### src/rtl/wb_port_arbiter.sv
// Four-port write arbiter feeding one registered register-file write port.
// Define WB_ARB_ROUND_ROBIN_EN for round-robin; default is fixed priority 0>1>2>3.
module wb_port_arbiter #(
    parameter int DATA_W = 32,
    parameter int ADDR_W = 5
) (
    input  logic                  clk,
    input  logic                  rst_n,
    input  logic [3:0]            req,
    input  logic [4*DATA_W-1:0]   req_data,
    input  logic [4*ADDR_W-1:0]   req_addr,
    output logic [3:0]            gnt,
    output logic                  wr_valid,
    output logic [ADDR_W-1:0]     wr_addr,
    output logic [DATA_W-1:0]     wr_data,
    output logic [1:0]            wr_src,
    input  logic                  wr_ready
);

    logic              wr_valid_q, wr_valid_d;
    logic [ADDR_W-1:0] wr_addr_q, wr_addr_d;
    logic [DATA_W-1:0] wr_data_q, wr_data_d;
    logic [1:0]        wr_src_q, wr_src_d;

    logic              slot_free;
    logic              hit;
    logic              grant;
    logic [1:0]        sel;
    logic [ADDR_W-1:0] sel_addr;
    logic [DATA_W-1:0] sel_data;

`ifdef WB_ARB_ROUND_ROBIN_EN
    logic [1:0] ptr_q, ptr_d;
    logic [1:0] idx;

    // Walk from the farthest offset inward so the slot nearest ptr wins.
    always_comb begin
        hit = 1'b0;
        sel = 2'd0;
        idx = 2'd0;
        for (int k = 3; k >= 0; k--) begin
            idx = ptr_q + 2'(k);
            if (req[idx]) begin
                hit = 1'b1;
                sel = idx;
            end
        end
    end
`else
    always_comb begin
        hit = 1'b0;
        sel = 2'd0;
        for (int k = 3; k >= 0; k--) begin
            if (req[k]) begin
                hit = 1'b1;
                sel = 2'(k);
            end
        end
    end
`endif

    assign slot_free = !wr_valid_q || wr_ready;
    assign grant     = hit && slot_free && rst_n;
    assign gnt       = grant ? (4'b0001 << sel) : 4'b0000;
    assign sel_addr  = req_addr[int'(sel)*ADDR_W +: ADDR_W];
    assign sel_data  = req_data[int'(sel)*DATA_W +: DATA_W];

    // A beat to the $zero register is consumed but never presented.
    always_comb begin
        wr_valid_d = wr_valid_q;
        wr_addr_d  = wr_addr_q;
        wr_data_d  = wr_data_q;
        wr_src_d   = wr_src_q;
        if (wr_valid_q && wr_ready) begin
            wr_valid_d = 1'b0;
        end
        if (grant) begin
            wr_valid_d = (sel_addr != '0);
            wr_addr_d  = sel_addr;
            wr_data_d  = sel_data;
            wr_src_d   = sel;
        end
    end

`ifdef WB_ARB_ROUND_ROBIN_EN
    always_comb begin
        ptr_d = ptr_q;
        if (grant) begin
            ptr_d = sel + 2'd1;
        end
    end

    always_ff @(posedge clk or negedge rst_n) begin
        if (!rst_n) begin
            ptr_q <= 2'd0;
        end else begin
            ptr_q <= ptr_d;
        end
    end
`endif

    always_ff @(posedge clk or negedge rst_n) begin
        if (!rst_n) begin
            wr_valid_q <= 1'b0;
            wr_addr_q  <= '0;
            wr_data_q  <= '0;
            wr_src_q   <= 2'd0;
        end else begin
            wr_valid_q <= wr_valid_d;
            wr_addr_q  <= wr_addr_d;
            wr_data_q  <= wr_data_d;
            wr_src_q   <= wr_src_d;
        end
    end

    assign wr_valid = wr_valid_q;
    assign wr_addr  = wr_addr_q;
    assign wr_data  = wr_data_q;
    assign wr_src   = wr_src_q;

endmodule
### config.mk
export PLATFORM = sky130hd
export DESIGN_NAME = wb_port_arbiter
export DESIGN_NICKNAME = d
export VERILOG_FILES = /design/src/rtl/wb_port_arbiter.sv
export SDC_FILE = /design/constraint.sdc
export NUM_CORES = 1
export LEC_CHECK = 0
export BUFFER_PORTS_ARGS = -buffer_cell sky130_fd_sc_hd__buf_4
export CAP_MARGIN = 30
export CELL_PAD_IN_SITES_DETAIL_PLACEMENT = 2
export CELL_PAD_IN_SITES_GLOBAL_PLACEMENT = 2
export CORE_MARGIN = 5
export CORE_UTILIZATION = 22
export DETAILED_ROUTE_END_ITERATION = 8
export HOLD_SLACK_MARGIN = 0.1
export PLACE_DENSITY_LB_ADDON = 0.1
export RECOVER_POWER = 25
export SLEW_MARGIN = 5
export SYNTH_ARGS = -nofsm -noshare
export SYNTH_HDL_FRONTEND = slang
export SYNTH_SLANG_ARGS = --single-unit
### constraint.sdc
create_clock -name clk -period 1.9 [get_ports clk]
set_clock_uncertainty 0.2 [all_clocks]
set_input_delay 0.095 -clock clk [delete_from_list [all_inputs] [get_ports clk]]
set_output_delay 0.095 -clock clk [all_outputs]
set_load 0.05 [all_outputs]
==> results_dict.tcl, run 1 <==
set metrics [dict create \
    outcome "did not finish" \
    haltStage "clock tree synthesis" \
    stop_error "[ERROR RSZ-0060] Max buffer count reached." \
    place.gp.congestion 0.770 \
    synth-seq-cells 40 \
    cts_hold_buf 108 \
    yosysSeqAreaShare 0.401 \
    cts-root-buf "clkbuf_16" \
    cts_buffer_depth 2 \
    hpwlAfterDp_mm 8.79 \
    rows 39 \
    portBuffers 198 \
    cts_htree_levels 2 \
    yosysWarnings 0 \
    yosysUniqueCellTypes 26 \
    cts_buffers 5 \
    synth_area_mm2 0.00250 \
    ctsResizeCount 0 \
    clkSinkCount 40 \
    ioPinCount 199 \
    synth_nets 338 \
    initial_utilization 0.222 \
    cts_setup_buffers 0 \
    syn_area_per_cell_um2 13.6 \
    die_w_um 117 \
    syn_inst 183 \
    die_y_um 117 \
]
## synth_stat cells
| master | n | area [um^2] |
|---|---|---|
| mux4_1 | 3 | 78.8 |
| inv_2 | 1 | 3.75 |
| nand2b_1 | 4 | 25.0 |
| nand2_1 | 14 | 52.6 |
| mux2_2 | 32 | 360 |
| nor3_1 | 4 | 20.0 |
| a21oi_1 | 5 | 25.0 |
| buf_2 | 3 | 15.0 |
| o21ai_0 | 18 | 90.1 |
| buf_6 | 2 | 22.5 |
| mux4_2 | 26 | 586 |
| and3_1 | 1 | 6.26 |
| nor2_1 | 4 | 15.0 |
| a41oi_1 | 1 | 8.76 |
| buf_12 | 2 | 40.0 |
| a21o_1 | 1 | 7.51 |
| clkbuf_1 | 7 | 26.3 |
| inv_1 | 1 | 3.75 |
| o22ai_1 | 5 | 31.3 |
| nor4_1 | 1 | 6.26 |
| or2_2 | 1 | 6.26 |
| a222oi_1 | 4 | 40.0 |
| dfrtp_1 | 40 | 1000 |
| nand3_1 | 1 | 5.00 |
| nand2b_4 | 1 | 13.8 |
| a21boi_0 | 1 | 7.51 |
## per-stage QoR
| stage | cells | hold WS, ns | setup slack (ns) | util | area, um^2 |
|---|---|---|---|---|---|
| 3_5_place_dp | 527 | -0.292 | 0.00131 | 0.383 | 4310 |
| 3_3_place_gp | 527 | -0.290 | 0.0473 | 0.383 | 4310 |
| 2_1_floorplan | 183 | -0.401 | 0.0154 | - | 2570 |
## cell families after synthesis
logic type,Yosys count,synth area share
AND/OR/NAND/NOR,31,0.0601
multiplexers,61,0.410
AO/OA/AOI/OAI,35,0.0842
flip-flops,40,0.401
buffers and inverters,16,0.0446
==> run 2: changes to the inputs <==
--- a/config.mk
+++ b/config.mk
@@ -7,13 +7,10 @@
 export LEC_CHECK = 0
 export BUFFER_PORTS_ARGS = -buffer_cell sky130_fd_sc_hd__buf_4
 export CAP_MARGIN = 30
-export CELL_PAD_IN_SITES_DETAIL_PLACEMENT = 2
-export CELL_PAD_IN_SITES_GLOBAL_PLACEMENT = 2
 export CORE_MARGIN = 5
-export CORE_UTILIZATION = 22
+export CORE_UTILIZATION = 35
 export DETAILED_ROUTE_END_ITERATION = 8
-export HOLD_SLACK_MARGIN = 0.1
-export PLACE_DENSITY_LB_ADDON = 0.1
+export PLACE_DENSITY_LB_ADDON = 0.15
 export RECOVER_POWER = 25
 export SLEW_MARGIN = 5
 export SYNTH_ARGS = -nofsm -noshare
==> run 2 against run 1 <==
Net effect:
- synthesized cell count stayed put
- synthesized area unchanged
- the run now ends clean
==> results_dict.tcl, run 2 <==
set metrics [dict create \
    ys.flop_type "dfrtp_1" \
    portBuffers 198 \
    insertion_delay_ns 0.29 \
    fill_cells 599 \
    netlist_top_cells_count "dfrtp_1 (40), mux2_2 (32), mux4_2 (26)" \
    final_cell_mix "buf_4 (172), dfrtp_1 (39), mux2_2 (32), clkbuf_1 (31), mux4_2 (26)" \
    slew_headroom 0.573 \
    multi_input_area_mm2 0.00145 \
    synth.largest_area_cell "dfrtp_1" \
    largest_register_ffs 32 \
    crit_path_start "wr_valid" \
    irDropWorstVdd_mv 0.306 \
    coreArea_mm2 0.00687 \
    powerDensity_mw_per_mm2 762 \
    routed_wl_mm 8.63 \
    seqCellArea_mm2 0.00100 \
    hpwlAfterDp_mm 6.94 \
    final_common_cell "buf_4" \
    setup_viol 0 \
    timing.final.crit_share 0.940 \
    final_nets 552 \
    overflow 0 \
    place.gp.congestion 0.709 \
    synth_area_mm2 0.00250 \
    die_area_mm2 0.00892 \
    grt_pass1_vias 2717 \
    synthArstFlopShare 1.00 \
    tightest_slew_ns 0.643 \
    cts_tree "built" \
    syn_inst 183 \
    postLayoutSetupSlackWorst_ns 0.114 \
    place_area_mm2 0.00419 \
    dpl_worst_slack_ns 0.00658 \
    cts_buffers 5 \
    path_max_fanout 30 \
    crit_type "flop to output pin" \
    min-delay-start "req_addr[1]" \
    instances_no_fill 494 \
    yosysSeqAreaShare 0.401 \
    die_y_um 94.5 \
    cts-root-buf "clkbuf_8" \
    synth.area.top_cells "dfrtp_1 (40%), mux4_2 (23%), mux2_2 (14%)" \
    path_clk_slew_ns 0.08 \
    crit-reg2reg-launch "wr_valid" \
    hold_viol 0 \
    dr_total_vias 2485 \
    dr.pass1.iters 4 \
    syn_area_per_cell_um2 13.6 \
    final_antenna_net_count 0 \
    yosysWarnings 0 \
    ioPinCount 199 \
    die_w_um 94.5 \
    crit_chain "nand2b_4 -> nand3_4 -> buf_12 -> nor3_4 -> buf_4" \
    diodes 0 \
    rsz0062_at_grt "false" \
    cp-start-kind "flop" \
    cts_htree_levels 2 \
    hp-class "input pin to flop" \
    crit_required_ns 1.60 \
    dr.first_iter.drc_count 89 \
    synth.most_common_cell "dfrtp_1" \
    antenna_found_initial 0 \
    yosysUniqueCellTypes 26 \
    max_cap_violations 0 \
    grt_pass1_wl_mm 13.4 \
    worstPathArrival_ns 1.49 \
    synth-seq-cells 40 \
    syn_to_final_growth_pct 72.0 \
    grt_max_degree 37 \
    synth_top_area_frac 0.401 \
    clkSinkCount 40 \
    setup_tns_ns 0 \
    grt_usage 0.194 \
    finalMaxSlewViolations 0 \
    routedWlPerCell_um 17.5 \
    synth_nets 338 \
    drive_above_1_share 0.641 \
    cpPeakStageDelay_ns 0.43 \
    synth_edf_count 0 \
    initial_utilization 0.364 \
    via_per_inst 5.03 \
    drc 0 \
    p_leak_nw 1.97 \
    fin_area_mm2 0.00430 \
    cts_buffer_depth 2 \
    finalCriticalPeriod_ns 1.79 \
    critPathCaptureType "output pin" \
    dp.cells 473 \
    rows 30 \
    max_clock_freq_ghz 0.560 \
    cp_slowest_cell "dfrtp_2" \
    outcome "finished, final reports clean" \
]
run 2: cell counts after synthesis:
Identical to the previous run, type by type.
run 2: final cells by class:
| cell class | count | share of cell area |
|---|---|---|
| sequential | 40 | 0.233 |
| tap | 96 | 0.0280 |
| clock inverter | 3 | 0.00437 |
| timing repair buffer | 221 | 0.379 |
| multi-input combinational | 127 | 0.337 |
| clock buffer | 5 | 0.0160 |
| inverter | 2 | 0.00175 |
run 2: report_power, final:
group          total, W  internal (W)  switching [W]
Combinational   0.00159      0.000616       0.000977
Clock          0.000573      0.000256       0.000316
Sequential      0.00111       0.00102      0.0000857
run 2: layer usage:
layer	track usage	up-vias	share of wire
met3	0.0534	9	0.085
met4	0.0481	0	0.012
met1	0.220	1205	0.36
li1	-	1153	-
met5	0	-	0
met2	0.358	118	0.55
run 2: timing repair:
action,CTS,global route
setup buffers,0,1
endpoints found under the hold margin,47,0
setup endpoints to repair,1,37
pin swaps,0,1
hold buffers,12,0
resized for setup,1,1
run 2: cell families (layout without fill, tap and decap cells):
| kind of cell | Yosys count | count (layout) | share of synthesized area |
|---|---|---|---|
| multiplexers | 61 | 61 | 0.410 |
| AO/OA/AOI/OAI | 35 | 35 | 0.0842 |
| buffers and inverters | 16 | 231 | 0.0446 |
| AND/OR/NAND/NOR | 31 | 31 | 0.0601 |
| flip-flops | 40 | 40 | 0.401 |
run 2: final timing paths:
kind                       slack [ns]  cells past startpoint          end
setup reg to reg                 0.40                      3     wr_valid
hold / removal                   0.01                      4   wr_addr[1]
max in group asynchronous        0.26                      4  wr_data[14]
hold reg to reg                  0.29                      2   wr_addr[0]
setup / recovery                 0.11                      5       gnt[3]
min in group asynchronous        0.64                      3  wr_data[31]
run 2: through the flow:
| step | utilization | hold slack (ns) | power, W |
|---|---|---|---|
| global route | 0.626 | 0.0245 | 0.00345 |
| global placement | 0.610 | -0.277 | 0.00281 |
| floorplan | - | -0.401 | 0.00217 |
| CTS | 0.641 | 0.00979 | 0.00344 |
| detailed placement | 0.610 | -0.276 | 0.00284 |
| finish | 0.626 | 0.0130 | 0.00328 |
run 2: critical path, delay by kind of cell (launching register included):
family,cells,cell delay [ns]
simple gates,3,0.35
flops,1,0.43
buf+inv,2,0.41
Note: power is estimated with default switching activity, not from simulation.
